[src/rtl/bcd2binary_pkg.sv]
// Shared constants for the BCD-to-binary converter: state encoding, digit limits
// and a helper for sizing the shift counter.
package bcd2binary_pkg;

    localparam logic [1:0] ST_IDLE = 2'd0;
    localparam logic [1:0] ST_CONV = 2'd1;
    localparam logic [1:0] ST_DONE = 2'd2;

    typedef enum logic [1:0] {
        StIdle = ST_IDLE,
        StConv = ST_CONV,
        StDone = ST_DONE
    } state_e;

    localparam logic [3:0] DIG_MAX    = 4'd9;
    localparam logic [3:0] ADJ_THRESH = 4'd8;
    localparam logic [3:0] ADJ_VAL    = 4'd3;

    // Bits needed to count from 0 up to n inclusive.
    function automatic int unsigned cnt_w(input int unsigned n);
        return (n < 2) ? 1 : $clog2(n + 1);
    endfunction

endpackage

[src/rtl/bcd_digit_adj.sv]
// Reverse double-dabble digit correction: a digit that picked up the shifted-in
// weight of 8 is pulled back by 3 so the digit stays decimal-weighted.
module bcd_digit_adj
    import bcd2binary_pkg::*;
(
    input  logic [3:0] digit_i,
    output logic [3:0] digit_o
);

    always_comb begin
        digit_o = digit_i;
        if (digit_i >= ADJ_THRESH) begin
            digit_o = digit_i - ADJ_VAL;
        end
    end

endmodule

[src/rtl/bcd2binary.sv]
// Sequential BCD-to-binary converter, one right shift plus digit correction per clock,
// with start/busy/valid handshake, invalid-digit flag and range check against MAX_VAL.
module bcd2binary
    import bcd2binary_pkg::*;
#(
    parameter int unsigned NDIG    = 2,
    parameter int unsigned BIN_W   = 7,
    parameter int unsigned MAX_VAL = 59
) (
    input  logic                clk,
    input  logic                rst,
    input  logic                start,
    input  logic [4*NDIG-1:0]   bcd_in,
    output logic                busy,
    output logic                valid,
    output logic [BIN_W-1:0]    bin_out,
    output logic                err,
    output logic                range_err
);

    localparam int unsigned SR_W  = 4 * NDIG + BIN_W;
    localparam int unsigned CNT_W = cnt_w(BIN_W);

    localparam logic [CNT_W-1:0] CntLast = CNT_W'(BIN_W - 1);
    localparam logic [BIN_W-1:0] MaxValW = BIN_W'(MAX_VAL);

    state_e            state_q, state_d;
    logic [SR_W-1:0]   sr_q, sr_d;
    logic [CNT_W-1:0]  cnt_q, cnt_d;
    logic [BIN_W-1:0]  bin_q, bin_d;
    logic              err_q, err_d;
    logic              rerr_q, rerr_d;
    logic              valid_q, valid_d;

    logic [SR_W-1:0]   sr_shift;
    logic [SR_W-1:0]   sr_adj;
    logic              digit_bad;

    assign sr_shift             = sr_q >> 1;
    assign sr_adj[BIN_W-1:0]    = sr_shift[BIN_W-1:0];

    for (genvar g = 0; g < NDIG; g++) begin : g_adj
        bcd_digit_adj u_adj (
            .digit_i (sr_shift[BIN_W+4*g +: 4]),
            .digit_o (sr_adj[BIN_W+4*g +: 4])
        );
    end

    always_comb begin
        digit_bad = 1'b0;
        for (int i = 0; i < int'(NDIG); i++) begin
            if (bcd_in[4*i +: 4] > DIG_MAX) begin
                digit_bad = 1'b1;
            end
        end
    end

    always_comb begin
        state_d = state_q;
        sr_d    = sr_q;
        cnt_d   = cnt_q;
        bin_d   = bin_q;
        err_d   = err_q;
        rerr_d  = rerr_q;
        valid_d = 1'b0;
        case (state_q)
            StIdle: begin
                if (start) begin
                    sr_d    = {bcd_in, {BIN_W{1'b0}}};
                    cnt_d   = '0;
                    err_d   = digit_bad;
                    rerr_d  = 1'b0;
                    state_d = digit_bad ? StDone : StConv;
                end
            end
            StConv: begin
                sr_d  = sr_adj;
                cnt_d = cnt_q + 1'b1;
                if (cnt_q == CntLast) begin
                    bin_d   = sr_adj[BIN_W-1:0];
                    rerr_d  = (sr_adj[BIN_W-1:0] > MaxValW);
                    valid_d = 1'b1;
                    state_d = StIdle;
                end
            end
            StDone: begin
                valid_d = 1'b1;
                state_d = StIdle;
            end
            default: begin
                state_d = StIdle;
            end
        endcase
    end

    always_ff @(posedge clk or negedge rst) begin
        if (!rst) begin
            state_q <= StIdle;
            sr_q    <= '0;
            cnt_q   <= '0;
            bin_q   <= '0;
            err_q   <= 1'b0;
            rerr_q  <= 1'b0;
            valid_q <= 1'b0;
        end else begin
            state_q <= state_d;
            sr_q    <= sr_d;
            cnt_q   <= cnt_d;
            bin_q   <= bin_d;
            err_q   <= err_d;
            rerr_q  <= rerr_d;
            valid_q <= valid_d;
        end
    end

    assign busy      = (state_q == StConv);
    assign valid     = valid_q;
    assign bin_out   = bin_q;
    assign err       = err_q;
    assign range_err = rerr_q;

endmodule

[config.mk]
export PLATFORM = sky130hd
export DESIGN_NAME = bcd2binary
export DESIGN_NICKNAME = d
export VERILOG_FILES = /design/src/rtl/bcd2binary_pkg.sv /design/src/rtl/bcd_digit_adj.sv /design/src/rtl/bcd2binary.sv
export SDC_FILE = /design/constraint.sdc
export NUM_CORES = 1
export LEC_CHECK = 0
export ABC_AREA = 1
export BUFFER_PORTS_ARGS = -buffer_cell sky130_fd_sc_hd__buf_2
export CORE_AREA = 2 2 52 54
export DETAILED_ROUTE_END_ITERATION = 7
export DIE_AREA = 0 0 54 56
export GPL_TIMING_DRIVEN = 1
export PLACE_DENSITY = 0.8
export SYNTH_ARGS = -nofsm -noshare
export SYNTH_HDL_FRONTEND = slang
export SYNTH_SLANG_ARGS = --single-unit
[constraint.sdc]
create_clock -name clk -period 3.6 [get_ports clk]
set_input_delay 0.36 -clock clk [delete_from_list [all_inputs] [get_ports clk]]
set_output_delay 0.36 -clock clk [all_outputs]
set_load 0.01 [all_outputs]
==> After elaboration in Yosys (flattened, before gate mapping) <==
Cells that the tools add are included.
W data, S select, Z words.
{ "op_classes": {"n_addsub": 3, "order_cmp": 5, "eq_ne": 5, "muxes": 17, "reduce_logical": 7} }
{ "ops": {"columns": ["operator", "n"], "rows": [
  ["$pmux W15 S2", 1],
  ["$mux W15", 1],
  ["$gt A4 B4 Y1 const B", 2],
  ["$mux W4", 2],
  ["$reduce_and A2 Y1", 4],
  ["$gt A7 B6 Y1 const B", 1],
  ["$mux W2", 3],
  ["$pmux W3 S2", 1],
  ["$mux W1", 5],
  ["$ge A3 B4 Y1 const B", 1],
  ["$ge A4 B4 Y1 const B", 1],
  ["$pmux W1 S2", 2],
  ["$pmux W2 S2", 1],
  ["$sub A3 B2 Y4 const B", 1],
  ["$sub A4 B2 Y4 const B", 1],
  ["$add A3 B1 Y3 const B", 1],
  ["$eq A3 B3 Y1 const B", 1],
  ["$mux W3", 1],
  ["$reduce_and A3 Y1", 1],
  ["$eq A2 B1 Y1 const B", 1],
  ["$eq A2 B2 Y1 const B", 1],
  ["$logic_not A2 Y1", 1],
  ["$ne A2 B1 Y1 const B", 1],
  ["$ne A2 B2 Y1 const B", 1],
  ["$reduce_bool A2 Y1", 1]
]} }
{ "word_totals": {"ff_bits": 30, "in_bits": 11, "output_inout_bits": 11} }

==> Longest topological paths before layout <==
{ "depth": {"depth_word": 6, "depth_mapped": 9, "depth_no_buf": 9} }

==> Hierarchy <==
A second synthesis with hierarchy kept.
{ "hier_totals": {"hier_cells": 176, "hier_area_um2": 1526.5} }
{ "by_module_without_submodules": {"columns": ["module", "n_inst", "cells_each", "area_each_um2", "seq_area_each_um2"], "rows": [
  ["bcd2binary", 1, 144, 1348.8, 725.7],
  ["bcd_digit_adj", 2, 16, 88.8, 0.0]
]} }

==> Worst setup path after synthesis <==
OpenSTA, ideal clock, no wires.
{ "synth_timing": {"path_type": "register -> register", "startpoint": "register state_q[1]", "endpoint": "register bin_q[3] (netlist: bin_out[3])", "setup_ns": 0.122, "arrival_ns": 1.196, "required_ns": 3.478, "slack_ns": 2.282, "path_stages_with_launch": 7, "n_path_buf": 1, "synth_period_minus_slack_ns": 1.318, "cell_sequence": "dfrtp_1 > inv_1 > ha_1 > nand3_2 > buf_2 > nand2_1 > o21ai_1"} }
{ "synth_via": {"elab_chain_cells": 2} }
{ "synth_lines": {"columns": ["item", "line", "source"], "rows": [
  ["from (decl)", "bcd2binary.sv:27", "state_e state_q, state_d;"],
  ["from (signal assigned)", "bcd2binary.sv:98", "state_q <= StIdle;"],
  ["from (signal assigned)", "bcd2binary.sv:106", "state_q <= state_d;"],
  ["$eq A2 B1 Y1", null, null],
  ["via busy", "bcd2binary.sv:14", "output logic busy,"],
  ["$reduce_and A2 Y1 (no line)", null, null],
  ["to (signal assigned)", "bcd2binary.sv:109", "bin_q <= bin_d;"],
  ["to (decl)", "bcd2binary.sv:30", "logic [BIN_W-1:0] bin_q, bin_d;"]
]} }
The timed path passes the listed nets, and every way through them passes these cells.
A chain may end at the register's enable or synchronous reset.

==> Worst setup path in the final report <==
{ "layout_timing": {"startpoint": "register state_q[1]", "endpoint": "output port busy"} }
{ "layout_via": {"elab_chain_cells": 1} }
{ "layout_lines": {"columns": ["item", "line", "source"], "rows": [
  ["$eq A2 B1 Y1", "bcd2binary.sv:116", "assign busy = (state_q == StConv);"],
  ["to (decl)", "bcd2binary.sv:14", null]
]} }
No other way between the ends.

==> impl_metrics.tcl <==
set metrics [dict create \
    status "finished clean" \
    clkPwrFrac 0.189 \
    insertedDiodeCount 0 \
    ys_types 17 \
    rsz0062_at_grt "no" \
    drt_iter0_drc 19 \
    antenna_found_initial 0 \
    leakage_uw 0.000848 \
    nNetsFinal 213 \
    slew_violations 0 \
    clk_latency_ns 0.34 \
    clock_path_buffers 2 \
    dpl_worst_slack_ns 1.88 \
    pwr_density_cell_nw_per_um2 662 \
    synth_area_um2 1400 \
    overflow 0 \
    pwr-share-comb 0.371 \
    vias 1159 \
    ios 22 \
    finalSetupViolations 0 \
    finalCritPeriodShare 0.533 \
    multi_input_area_um2 561 \
    p_int_uw 607 \
    avgSynthCellArea_um2 8.24 \
    coreArea_um2 2430 \
    viasPerCell 5.13 \
    drv_cap 0 \
    ys_ff_latch 29 \
    numClockSinks 29 \
    rows 18 \
    yosys.area.top_type "dfrtp_1" \
    gp_congestion 0.802 \
    start_util 0.576 \
    cts_tree "done" \
    portBuffers 21 \
    grt_pass1_vias 1125 \
    grt_use_total 0.220 \
    ys_seq_area_frac 0.518 \
    endpoint_kind "primary output" \
    drc_errors 0 \
    dp_hpwl_um 1920 \
    dr.pass1.iters 4 \
    min_path_type "input pin to async pin" \
    hold_buffers 0 \
    skew_ns 0.0110 \
    drt-wirelength-per-cell_um 12.0 \
    cts-root-buf "clkbuf_4" \
    crit_arrival_ns 1.56 \
    clk_pin_slew_worst_paths_ns 0.11 \
    synthTopCellsByArea "dfrtp_1 (52%), nand2_1 (16%), inv_1 (6.4%)" \
    crit_fanout 15 \
    peakVddDrop_uv 397 \
    slew_headroom 0.573 \
    power_switching_uw 437 \
    hold_viol_final 0 \
    swShare 0.419 \
    ant_nets 0 \
    yosysWarnings 0 \
    netlist.area_leader.share 0.518 \
    wl_um 2710 \
    die_h_um 56 \
    critPathLaunchType "flip-flop" \
    grt_start_max_net_pins 30 \
    cp.required_ns 3.24 \
    fin_tns_setup_ns 0 \
    fmax_ghz 0.521 \
    cts_resized 0 \
    nFillCells 219 \
    grt_pass1_wl_um 4710 \
    synth_nets 188 \
    critPathKind "flip-flop to primary output" \
    drive_gt1_frac 0.179 \
    period_minus_slack_ns 1.92 \
    post-cts-setup-buffers 0 \
    netlist_instances 170 \
    worst_pin_slew_ns 0.641 \
    seqCellArea_um2 726 \
    p_seq_frac 0.440 \
    setup_ws_ns 1.68 \
    area_delta_synth_final_pct 12.7 \
    htree_levels 2 \
    cts_made_buffers 5 \
    die_area_um2 3020 \
    fp.dieW_um 54 \
]
==> metrics by stage <==
| stage | total power [uW] | hold slack (ns) | instances | util | cell area [um2] |
|---|---|---|---|---|---|
| floorplan | 760 | 0.0644 | 170 | - | 1400 |
| global placement | 839 | 0.408 | 218 | 0.626 | 1520 |
| detailed placement | 858 | 0.423 | 218 | 0.626 | 1520 |
| CTS | 1060 | 0.0457 | 226 | 0.649 | 1580 |
| global route | 1150 | 0.0733 | 226 | 0.649 | 1580 |
| finish | 1040 | 0.0272 | 226 | 0.649 | 1580 |
==> worst paths after layout <==
path                                             start                     to  slack, ns  cells after the start
worst max-delay path            state_q[1]$_DFFE_PN0P_                   busy       1.68                      3
worst min register to register         err$_DFFE_PN0P_        err$_DFFE_PN0P_       0.49                      2
worst min-delay path                               rst    sr_q[8]$_DFFE_PN0P_       0.03                      1
max in group asynchronous                          rst    sr_q[5]$_DFFE_PN0P_       3.14                      1
min in group clk                             bcd_in[7]   sr_q[14]$_DFFE_PN0P_       0.25                      3
worst max register to register  state_q[1]$_DFFE_PN0P_  range_err$_DFFE_PN0P_       1.85                      6
==> layout by cell type (no fill, tap or decap), drive strengths merged <==
master / instances
buf: 21
nor2: 6
o211ai: 1
o21ai: 19
a21boi: 1
clkinvlp: 1
dfrtp: 29
clkinv: 2
nand3: 9
clkbuf: 5
inv: 25
nand2: 62
o22ai: 6
ha: 7
a21oi: 2
==> kinds of logic after synthesis <==
family	Yosys count	synth area share
AOI/OAI and AO/OA	29	0.113
buffers and inverters	28	0.0813
DFF	29	0.518
and+or+nand+nor	77	0.225
adders and majority gates	7	0.0626
==> power by group through the flow <==
stage	Sequential [uW]	Combinational (uW)	Clock (uW)
2_1_floorplan	456	304	0
3_3_place_gp	461	378	0
3_5_place_dp	466	392	0
4_1_cts	459	396	204
5_1_grt	469	467	217
6_report	460	388	197
==> critical path, cell delays in order (launching register included) <==
cell     delay, ns
dfrtp_1       0.40
inv_1         0.09
ha_1          0.50
buf_2         0.24
==> per-layer routing <==
layer,track usage,up-vias,wire length (um)
met2,0.354,31,1320
li1,-,588,-
met3,0.0833,5,150
met5,0,-,0
met1,0.254,535,1200
met4,0.0964,0,42
==> state kept, by name (all words and copies together), names as in the netlist <==
register and cells:
valid 1, cnt_q 3, err 1, state_q 2, sr_q 14, bin_out 7
range_err 1
==> synth_stat cells <==
cell and instances:
inv_1 24, o22ai_1 6, a21oi_1 2, a21boi_0 1, ha_1 7, nand2_1 58
buf_2 1, nor2_1 6, nand3_2 1, nand3_1 8, o21ai_1 8, o211ai_1 1
dfrtp_1 29, buf_4 2, inv_2 1, o21ai_0 11, nand2_2 4
==> cell type report <==
cell class	count	share of cell area
multi-input combinational	113	0.355
timing repair buffer	21	0.0666
tap	30	0.0238
clock inverter	3	0.0111
sequential	29	0.460
clock buffer	5	0.0238
inverter	25	0.0595
No activity file was read; power rests on OpenSTA's default activity.
